===== config.mk =====
export PLATFORM = sky130hd
export DESIGN_NAME = irq_handshake_ctrl
export DESIGN_NICKNAME = d
export VERILOG_FILES = /design/src/rtl/irq_handshake_ctrl.sv
export SDC_FILE = /design/constraint.sdc
export NUM_CORES = 1
export LEC_CHECK = 0
export CORE_ASPECT_RATIO = 0.5
export CORE_MARGIN = 2
export CORE_UTILIZATION = 45
export CTS_CLUSTER_SIZE = 24
export DETAILED_ROUTE_END_ITERATION = 10
export PLACE_DENSITY = 0.88
export SLEW_MARGIN = 30
export SYNTH_ARGS = -nofsm -noshare
export SYNTH_HDL_FRONTEND = slang
export SYNTH_SLANG_ARGS = --single-unit
export TNS_END_PERCENT = 20

===== constraint.sdc =====
create_clock -name clk50 -period 2.2 [get_ports clk50]
set_clock_uncertainty 0.2 [all_clocks]
set_input_delay 0.22 -clock clk50 [delete_from_list [all_inputs] [get_ports clk50]]
set_output_delay 0.22 -clock clk50 [all_outputs]
set_load 0.005 [all_outputs]

===== src/rtl/irq_handshake_ctrl.sv =====
// Multi-channel interrupt handshake controller: per-channel sync/edge-detect, sticky pending,
// fixed-priority arbitration onto one CPU interrupt line. Define IRQ_OVERRUN_CNT_EN for overrun tracking.
module irq_handshake_ctrl #(
    parameter int NUM_CH      = 4,
    parameter int ID_W        = 2,
    parameter int SYNC_STAGES = 2,
    parameter int HOLDOFF_CYC = 2,
    parameter int OVR_W       = 4
) (
    input  logic                    clk50,
    input  logic                    reset,
    input  logic [NUM_CH-1:0]       req_async,
    input  logic [NUM_CH-1:0]       irq_mask,
    input  logic                    IO_INT_ACK,
    input  logic                    ovr_clr,
    output logic                    interrupt,
    output logic [ID_W-1:0]         irq_id,
    output logic [NUM_CH-1:0]       pending,
    output logic [NUM_CH-1:0]       overrun,
    output logic [NUM_CH*OVR_W-1:0] ovr_count
);

    localparam logic [1:0] ST_IDLE    = 2'd0;
    localparam logic [1:0] ST_ASSERT  = 2'd1;
    localparam logic [1:0] ST_HOLDOFF = 2'd2;

    logic [NUM_CH-1:0] sync_q [SYNC_STAGES];
    logic [NUM_CH-1:0] prev_q;
    logic [NUM_CH-1:0] mask_q;
    logic [NUM_CH-1:0] rise;
    logic [NUM_CH-1:0] clr_vec;
    logic [NUM_CH-1:0] pend_nxt;
    logic [1:0]        state;
    logic [3:0]        hold_cnt;
    logic              ack_fire;
    logic              any_req;
    logic [ID_W-1:0]   sel_id;

    always_ff @(posedge clk50) begin
        if (reset) begin
            for (int unsigned s = 0; s < SYNC_STAGES; s++) begin
                sync_q[s] <= '0;
            end
            prev_q <= '0;
        end else begin
            sync_q[0] <= req_async;
            for (int unsigned s = 1; s < SYNC_STAGES; s++) begin
                sync_q[s] <= sync_q[s-1];
            end
            prev_q <= sync_q[SYNC_STAGES-1];
        end
    end

    assign rise     = sync_q[SYNC_STAGES-1] & ~prev_q;
    assign ack_fire = (state == ST_ASSERT) && IO_INT_ACK;
    // A new edge on the channel being acked keeps it pending (set wins over clear)
    assign pend_nxt = (pending & ~clr_vec) | rise;

    always_comb begin
        clr_vec = '0;
        for (int unsigned i = 0; i < NUM_CH; i++) begin
            clr_vec[i] = ack_fire && (irq_id == ID_W'(i));
        end
    end

    always_comb begin
        any_req = 1'b0;
        sel_id  = '0;
        for (int unsigned i = 0; i < NUM_CH; i++) begin
            if (!any_req && pending[i] && mask_q[i]) begin
                any_req = 1'b1;
                sel_id  = ID_W'(i);
            end
        end
    end

    // Mask is registered so arbitration sees no direct path from irq_mask
    always_ff @(posedge clk50) begin
        if (reset) begin
            state     <= ST_IDLE;
            interrupt <= 1'b0;
            irq_id    <= '0;
            hold_cnt  <= '0;
            pending   <= '0;
            mask_q    <= '0;
        end else begin
            pending <= pend_nxt;
            mask_q  <= irq_mask;
            case (state)
                ST_IDLE: begin
                    if (any_req) begin
                        irq_id    <= sel_id;
                        interrupt <= 1'b1;
                        state     <= ST_ASSERT;
                    end
                end
                ST_ASSERT: begin
                    if (IO_INT_ACK) begin
                        interrupt <= 1'b0;
                        hold_cnt  <= 4'(HOLDOFF_CYC - 1);
                        state     <= ST_HOLDOFF;
                    end
                end
                ST_HOLDOFF: begin
                    if (hold_cnt == 4'd0) begin
                        state <= ST_IDLE;
                    end else begin
                        hold_cnt <= hold_cnt - 4'd1;
                    end
                end
                default: begin
                    state     <= ST_IDLE;
                    interrupt <= 1'b0;
                end
            endcase
        end
    end

`ifdef IRQ_OVERRUN_CNT_EN
    logic [NUM_CH-1:0] ovr_evt;
    logic [OVR_W-1:0]  cnt_q [NUM_CH];

    assign ovr_evt = rise & pending & ~clr_vec;

    always_ff @(posedge clk50) begin
        if (reset) begin
            overrun <= '0;
            for (int unsigned i = 0; i < NUM_CH; i++) begin
                cnt_q[i] <= '0;
            end
        end else begin
            for (int unsigned i = 0; i < NUM_CH; i++) begin
                if (ovr_clr) begin
                    overrun[i] <= ovr_evt[i];
                    cnt_q[i]   <= ovr_evt[i] ? OVR_W'(1) : '0;
                end else if (ovr_evt[i]) begin
                    overrun[i] <= 1'b1;
                    if (cnt_q[i] != '1) begin
                        cnt_q[i] <= cnt_q[i] + OVR_W'(1);
                    end
                end
            end
        end
    end

    always_comb begin
        ovr_count = '0;
        for (int unsigned i = 0; i < NUM_CH; i++) begin
            ovr_count[i*OVR_W +: OVR_W] = cnt_q[i];
        end
    end
`else
    logic unused_ovr_clr;

    assign unused_ovr_clr = ovr_clr;
    assign overrun        = '0;
    assign ovr_count      = '0;
`endif

endmodule


# Word-level counts from Yosys, hierarchy flattened
# Memories as Yosys holds them, arrays and structs flattened.
# Index checks and enable logic that the tools add are counted.
[word_totals] reg_bits=21 ramBits=8 inputBits=12 output_inout_bits=27 word_cells=71 n_memories=1
[memory_table] name="sync_q" words=2 word_bits=4 rd=2 rd_clocked_by_memory_dff=0 write_ports=2 line="27" rtl="logic [NUM_CH-1:0] sync_q [SYNC_STAGES];"
[classes] addsub=1 eq_ne=9 mux=22 n_bitwise=8 n_reduce_logical=23
[op_table] operator="$mux W4" count=4
[op_table] operator="$logic_and A1 B1 Y1" count=12
[op_table] operator="$mux W1" count=10
[op_table] operator="$mux W2" count=5
[op_table] operator="$reduce_and A3 Y1" count=3
[op_table] operator="$and A4 B4 Y4" count=2
[op_table] operator="$ne A2 B2 Y1 const B" count=4
[op_table] operator="$not A4 Y4" count=2
[op_table] operator="$pmux W4 S2" count=1
[op_table] operator="$eq A2 B2 Y1 const B" count=3
[op_table] operator="$pmux W2 S3" count=1
[op_table] operator="$eq A2 B1 Y1 const B" count=2
[op_table] operator="$logic_not A2 Y1" count=2
[op_table] operator="$logic_not A4 Y1" count=1
[op_table] operator="$or A4 B4 Y4" count=1
[op_table] operator="$sub A4 B1 Y4 const B" count=1
[op_table] operator="$logic_not A1 Y1" count=3
[op_table] operator="$pmux W1 S3" count=1
[op_table] operator="$or A1 B1 Y1" count=2
[op_table] operator="$reduce_and A2 Y1" count=1
[op_table] operator="$reduce_bool A2 Y1" count=1
[op_table] operator="$not A1 Y1" count=1

# Depth between registers and ports, before layout
[depth] word_depth=16 mapped_depth=6 depth_no_buf=6

# Worst setup path before layout
# Ideal clock, no wire load.
[synth_timing] path_kind="register -> register" from="register hold_cnt[0]" to="register hold_cnt[0]" setup_ns=0.131 arrival_ns=1.208 t_required_ns=1.869 setup_slack_ns=0.661 path_stages_with_launch=7 path_buffers=0 synth_period_minus_slack_ns=1.539 cell_sequence="dfxtp_1 inv_1 ha_1 or3b_4 nand2_4 and3_2 nor3_2"
[synth_between] elab_chain_len=3 word_cells_on_any_way=6 cone_classes="add/sub: 1; eq/ne: 1; mux: 2; reduce/logical: 2"
[synth_lines] element="start: declaration" line="34" rtl="logic [3:0] hold_cnt;"
[synth_lines] element="start signal: assignment" line="100" rtl="hold_cnt <= 4'(HOLDOFF_CYC - 1);"
[synth_lines] element="start signal: assignment" line="108" rtl="hold_cnt <= hold_cnt - 4'd1;"
[synth_lines] element="$sub A4 B1 Y4 / $logic_not A4 Y1 (equally long branches)" line="108, 105"
[synth_lines] element="$mux W4 / $ne A2 B2 Y1 (equally long branches)"
[synth_lines] element="$pmux W4 S2 / $reduce_and A3 Y1 (equally long branches)"
# Several ways; a longest one is shown, not always the timed one. The select of a mux whose other input is x is not followed.
# A chain may end at the register's enable or synchronous reset.

# Worst setup path after layout
[layout_timing] from="register irq_id[1]" to="output port irq_id[1]"
[layout_lines] element="start: declaration" line="17" rtl="output logic [ID_W-1:0] irq_id,"
[layout_lines] element="start signal: assignment" line="92" rtl="irq_id <= sel_id;"
# No word-level cell between the ends.

==> flow_summary.html <==
<table>
<tr><th>Metric</th><th>Value</th></tr>
<tr><th colspan="2">GRT</th></tr>
<tr><td>Remaining global-route overflow</td><td>0</td></tr>
<tr><td>Number of global-route vias before repair</td><td>671</td></tr>
<tr><td>Global-route wire length before repair</td><td>3.015 mm</td></tr>
<tr><td>Antenna violations before repair</td><td>0</td></tr>
<tr><td>GRT Resource Usage Total</td><td>13.60%</td></tr>
<tr><td>Maximum number of pins on one net before global-route repair</td><td>18</td></tr>
<tr><th colspan="2">Synthesis</th></tr>
<tr><td>Synth warnings</td><td>0</td></tr>
<tr><td>Share of synthesized flip-flops with an asynchronous set or reset</td><td>0%</td></tr>
<tr><td>Post-synthesis register bit count</td><td>29</td></tr>
<tr><td>Netlist area before placement</td><td>roughly 0.0012 mm^2</td></tr>
<tr><td>Number of enable flip-flop cells after synthesis</td><td>0</td></tr>
<tr><td>Synth unique cells</td><td>33</td></tr>
<tr><td>Mapped Cells</td><td>125</td></tr>
<tr><td>Dominant synthesized flop cell</td><td>sky130_fd_sc_hd__dfxtp_1</td></tr>
<tr><td>Sequential share of the synthesized area</td><td>47.84%</td></tr>
<tr><td>Post-synthesis average cell area</td><td>9.709 um^2</td></tr>
<tr><th colspan="2">Floorplanning</th></tr>
<tr><td>Total number of placement rows</td><td>13</td></tr>
<tr><td>Die height</td><td>40.72 um</td></tr>
<tr><td>Full die area</td><td>0.003154 mm^2</td></tr>
<tr><td>Initial cell density of the core</td><td>46.93%</td></tr>
<tr><td>I/O pin total</td><td>39</td></tr>
<tr><td>Area of the core</td><td>0.002586 mm^2</td></tr>
<tr><td>Die boundary width</td><td>77.45 um</td></tr>
<tr><th colspan="2">Worst hold path</th></tr>
<tr><td>Start point of the worst hold path</td><td>sync_q[0][3]$_SDFF_PP0_</td></tr>
<tr><td>Hold Crit Class</td><td>reg -&gt; reg</td></tr>
<tr><th colspan="2">Detailed routing</th></tr>
<tr><td>Total length of routed wires</td><td>1.904 mm</td></tr>
<tr><td>Iteration count of the initial detailed-routing pass</td><td>4</td></tr>
<tr><td>Number of vias in the routed layout</td><td>a little over 800</td></tr>
<tr><td>Violation count after the first detailed-route iteration</td><td>25</td></tr>
<tr><td>Remaining design rule violation count</td><td>0</td></tr>
<tr><td>Average vias per placed instance</td><td>4.454</td></tr>
<tr><td>Number of nets with antenna violations after routing</td><td>0</td></tr>
<tr><td>Drt wl/cell</td><td>around 10 um</td></tr>
<tr><th colspan="2">Timing</th></tr>
<tr><td>Final Max Tran Viols</td><td>0</td></tr>
<tr><td>Number of hold violations in the final report</td><td>0</td></tr>
<tr><td>Final Cycle Share</td><td>75.08%</td></tr>
<tr><td>Sum Neg Setup Slack</td><td>0 ns</td></tr>
<tr><td>Endpoints failing setup</td><td>0</td></tr>
<tr><td>Max Freq</td><td>605.4 MHz</td></tr>
<tr><td>Tmin final</td><td>approximately 1.7 ns</td></tr>
<tr><td>Setup repair after global routing missed its margin</td><td>false</td></tr>
<tr><th colspan="2">CTS</th></tr>
<tr><td>Clock transition at path regs</td><td>about 0.07 ns</td></tr>
<tr><td>Sinks on Clock Net</td><td>29</td></tr>
<tr><td>Buffer depth of the longest clock path</td><td>2</td></tr>
<tr><td>CTS root buf</td><td>sky130_fd_sc_hd__clkbuf_8</td></tr>
<tr><td>Number of H-tree levels</td><td>2</td></tr>
<tr><td>TritonCTS clock tree</td><td>built</td></tr>
<tr><td>Later-pin clock latency in the skew report</td><td>0.28 ns</td></tr>
<tr><td>Number of CTS-inserted buffers</td><td>5</td></tr>
<tr><td>Post-cts resize count</td><td>0</td></tr>
<tr><td>Post CTS Setup Buffer Count</td><td>0</td></tr>
<tr><td>Hold buffers post-CTS</td><td>0</td></tr>
<tr><th colspan="2">Worst setup path</th></tr>
<tr><td>Largest stage delay, worst path</td><td>~0.54 ns</td></tr>
<tr><td>Endpoint class of the critical path</td><td>primary output</td></tr>
<tr><td>Data required time of the worst path</td><td>1.78 ns</td></tr>
<tr><td>Startpoint of the most critical register-to-register path</td><td>hold_cnt[0]$_SDFFE_PP0P_</td></tr>
<tr><td>Cell family contributing the most delay on the critical path</td><td>buffers and inverters</td></tr>
<tr><td>Signal arrival time at the worst endpoint</td><td>1.23 ns</td></tr>
<tr><td>Master of the slowest instance on the critical path</td><td>sky130_fd_sc_hd__clkdlybuf4s50_1</td></tr>
<tr><td>Cell-by-cell trace of the critical path</td><td>clkdlybuf4s50_1</td></tr>
<tr><td>Highest net fanout along the worst path</td><td>6</td></tr>
<tr><td>Critical path launch point type</td><td>flop</td></tr>
<tr><td>Buffering stage count on the worst path with inverters included</td><td>1</td></tr>
<tr><td>Start point of the critical path</td><td>irq_id[1]$_SDFFE_PP0P_</td></tr>
<tr><td>Crit path kind</td><td>reg -&gt; out</td></tr>
<tr><th colspan="2">Power and ir drop</th></tr>
<tr><td>Design internal power</td><td>slightly below 1 mW</td></tr>
<tr><td>Post-route total power</td><td>1.228 mW</td></tr>
<tr><td>Portion of total power attributed to sequential cells</td><td>45.7%</td></tr>
<tr><td>Static Leak</td><td>0.5897 nW</td></tr>
<tr><td>Psw</td><td>around 0.26 mW</td></tr>
<tr><td>Combinational share of power</td><td>7.5%</td></tr>
<tr><td>Switching share of total power</td><td>21.38%</td></tr>
<tr><td>Part of the total power dissipated in the clock network</td><td>46.8%</td></tr>
<tr><td>Worst supply voltage drop on vdd</td><td>0.4354 mV</td></tr>
<tr><td>Power Dens Cells</td><td>833.4 mW/mm^2</td></tr>
<tr><th colspan="2">Placement</th></tr>
<tr><td>Placed wire-length estimate after detailed placement</td><td>about 1.4 mm</td></tr>
<tr><td>Final weighted congestion in routability-driven placement</td><td>0.7119</td></tr>
<tr><td>Post-place instance area</td><td>0.001354 mm^2</td></tr>
<tr><td>Port-buffer cells</td><td>17</td></tr>
<tr><th colspan="2">Outcome</th></tr>
<tr><td>Run status</td><td>completed</td></tr>
<tr><th colspan="2">Job</th></tr>
<tr><td># Max-Cap Violations</td><td>0</td></tr>
<tr><th colspan="2">Layout</th></tr>
<tr><td>Final net count</td><td>161</td></tr>
<tr><td>Fraction of final layout cells with drive strength greater than 1</td><td>12.16%</td></tr>
<tr><td>Final design utilization</td><td>a little under three fifths</td></tr>
<tr><td>Final instance area</td><td>0.001474 mm^2</td></tr>
<tr><td>Diode insertion count for antenna repair</td><td>0</td></tr>
<tr><td>Synthesis-to-finish area growth</td><td>21.44%</td></tr>
</table>
[state kept, by name, summed over array words and instances (netlist names)]
register / cells
prev_q: 4
state: 2
mask_q: 4
pending: 4
sync_q: 8
hold_cnt: 4
irq_id: 2
interrupt: 1
[power groups by stage]
stage | Clock [mW] | Combinational (mW) | Sequential, mW
detailed placement | 0 | 0.0919 | 0.573
finish | 0.575 | 0.0921 | 0.561
global placement | 0 | 0.0890 | 0.572
global route | 0.615 | 0.104 | 0.564
floorplan | 0 | 0.0784 | 0.570
CTS | 0.578 | 0.0927 | 0.562
[cells in the mapped netlist (2+ instances only)]
cell,number,area (um^2)
sky130_fd_sc_hd__dfxtp_1,29,580.6
sky130_fd_sc_hd__xor2_1,2,17.52
sky130_fd_sc_hd__nand3_1,2,10.01
sky130_fd_sc_hd__inv_1,3,11.26
sky130_fd_sc_hd__nand2b_1,6,37.54
sky130_fd_sc_hd__o21ai_0,4,20.02
sky130_fd_sc_hd__a22o_1,2,17.52
sky130_fd_sc_hd__nand2_1,6,22.52
sky130_fd_sc_hd__ha_1,2,25.02
sky130_fd_sc_hd__buf_4,20,150.1
sky130_fd_sc_hd__a21oi_1,7,35.03
sky130_fd_sc_hd__nand3b_1,2,15.01
sky130_fd_sc_hd__nor2b_1,16,100.1
sky130_fd_sc_hd__nor2_1,5,18.77
[final timing paths]
check | slack, ns | cells after the start | end
worst max-delay path | 0.55 | 1 | irq_id[1]
worst min-delay path | 0.24 | 1 | sync_q[0][7]$_SDFF_PP0_
worst max register to register | 0.58 | 6 | hold_cnt[2]$_SDFFE_PP0P_
worst min register to register | 0.24 | 1 | sync_q[0][7]$_SDFF_PP0_
[cells by family after synthesis]
group	Yosys count	share of synthesized area (%)
other	1	0.3090
xor gates and xnor gates	2	1.444
and+or+nand+nor	45	22.58
AOI/OAI and AO/OA	19	10.62
muxes	1	0.8248
buffers and inverters	26	14.33
DFF	29	47.84
adders and majority gates	2	2.062
[cell type report]
| class | instances | area [um^2] |
|---|---|---|
| multi-input cells | 89 | 530.5 |
| clock buffers | 6 | 82.58 |
| repair buffers | 19 | 185.2 |
| well taps | 37 | 46.29 |
| flip-flops and latches | 29 | 580.6 |
| fillers | 225 | 1112 |
| clock inverters | 2 | 37.54 |
| inverters | 3 | 11.26 |
[cell usage in the layout (no fill, tap or decap), types with 3 or more instances in the layout]
cell type | Yosys | routed
sky130_fd_sc_hd__dfxtp_1 | 29 | 29
sky130_fd_sc_hd__conb_1 | 1 | 20
sky130_fd_sc_hd__clkdlybuf4s50_1 | 0 | 17
sky130_fd_sc_hd__nor2b_1 | 16 | 16
sky130_fd_sc_hd__a21oi_1 | 7 | 7
sky130_fd_sc_hd__nand2_1 | 6 | 6
sky130_fd_sc_hd__nand2b_1 | 6 | 6
sky130_fd_sc_hd__clkbuf_8 | 0 | 6
sky130_fd_sc_hd__nor2_1 | 5 | 5
sky130_fd_sc_hd__o21ai_0 | 4 | 4
sky130_fd_sc_hd__inv_1 | 3 | 3
[metal layers]
layer | global-route usage, % | vias to the layer above | share of wire (%)
li1 | - | 413 | -
met1 | 14.53 | 373 | 44
met2 | 23.26 | 32 | 47
met3 | 7.489 | 6 | 6.8
met4 | 6.696 | 0 | 2.2
met5 | 0 | - | 0
[through the flow]
step / setup slack [ns] / cells / hold slack [ns]
finish: 0.5483 / 185 / 0.2376
global route: 0.4706 / 185 / 0.2601
CTS: 0.5342 / 185 / 0.2414
detailed placement: 0.4752 / 177 / 0.2268
global placement: 0.5408 / 177 / 0.2164
floorplan: 0.6608 / 144 / 0.1195
Power figures use the tool's default switching activity.
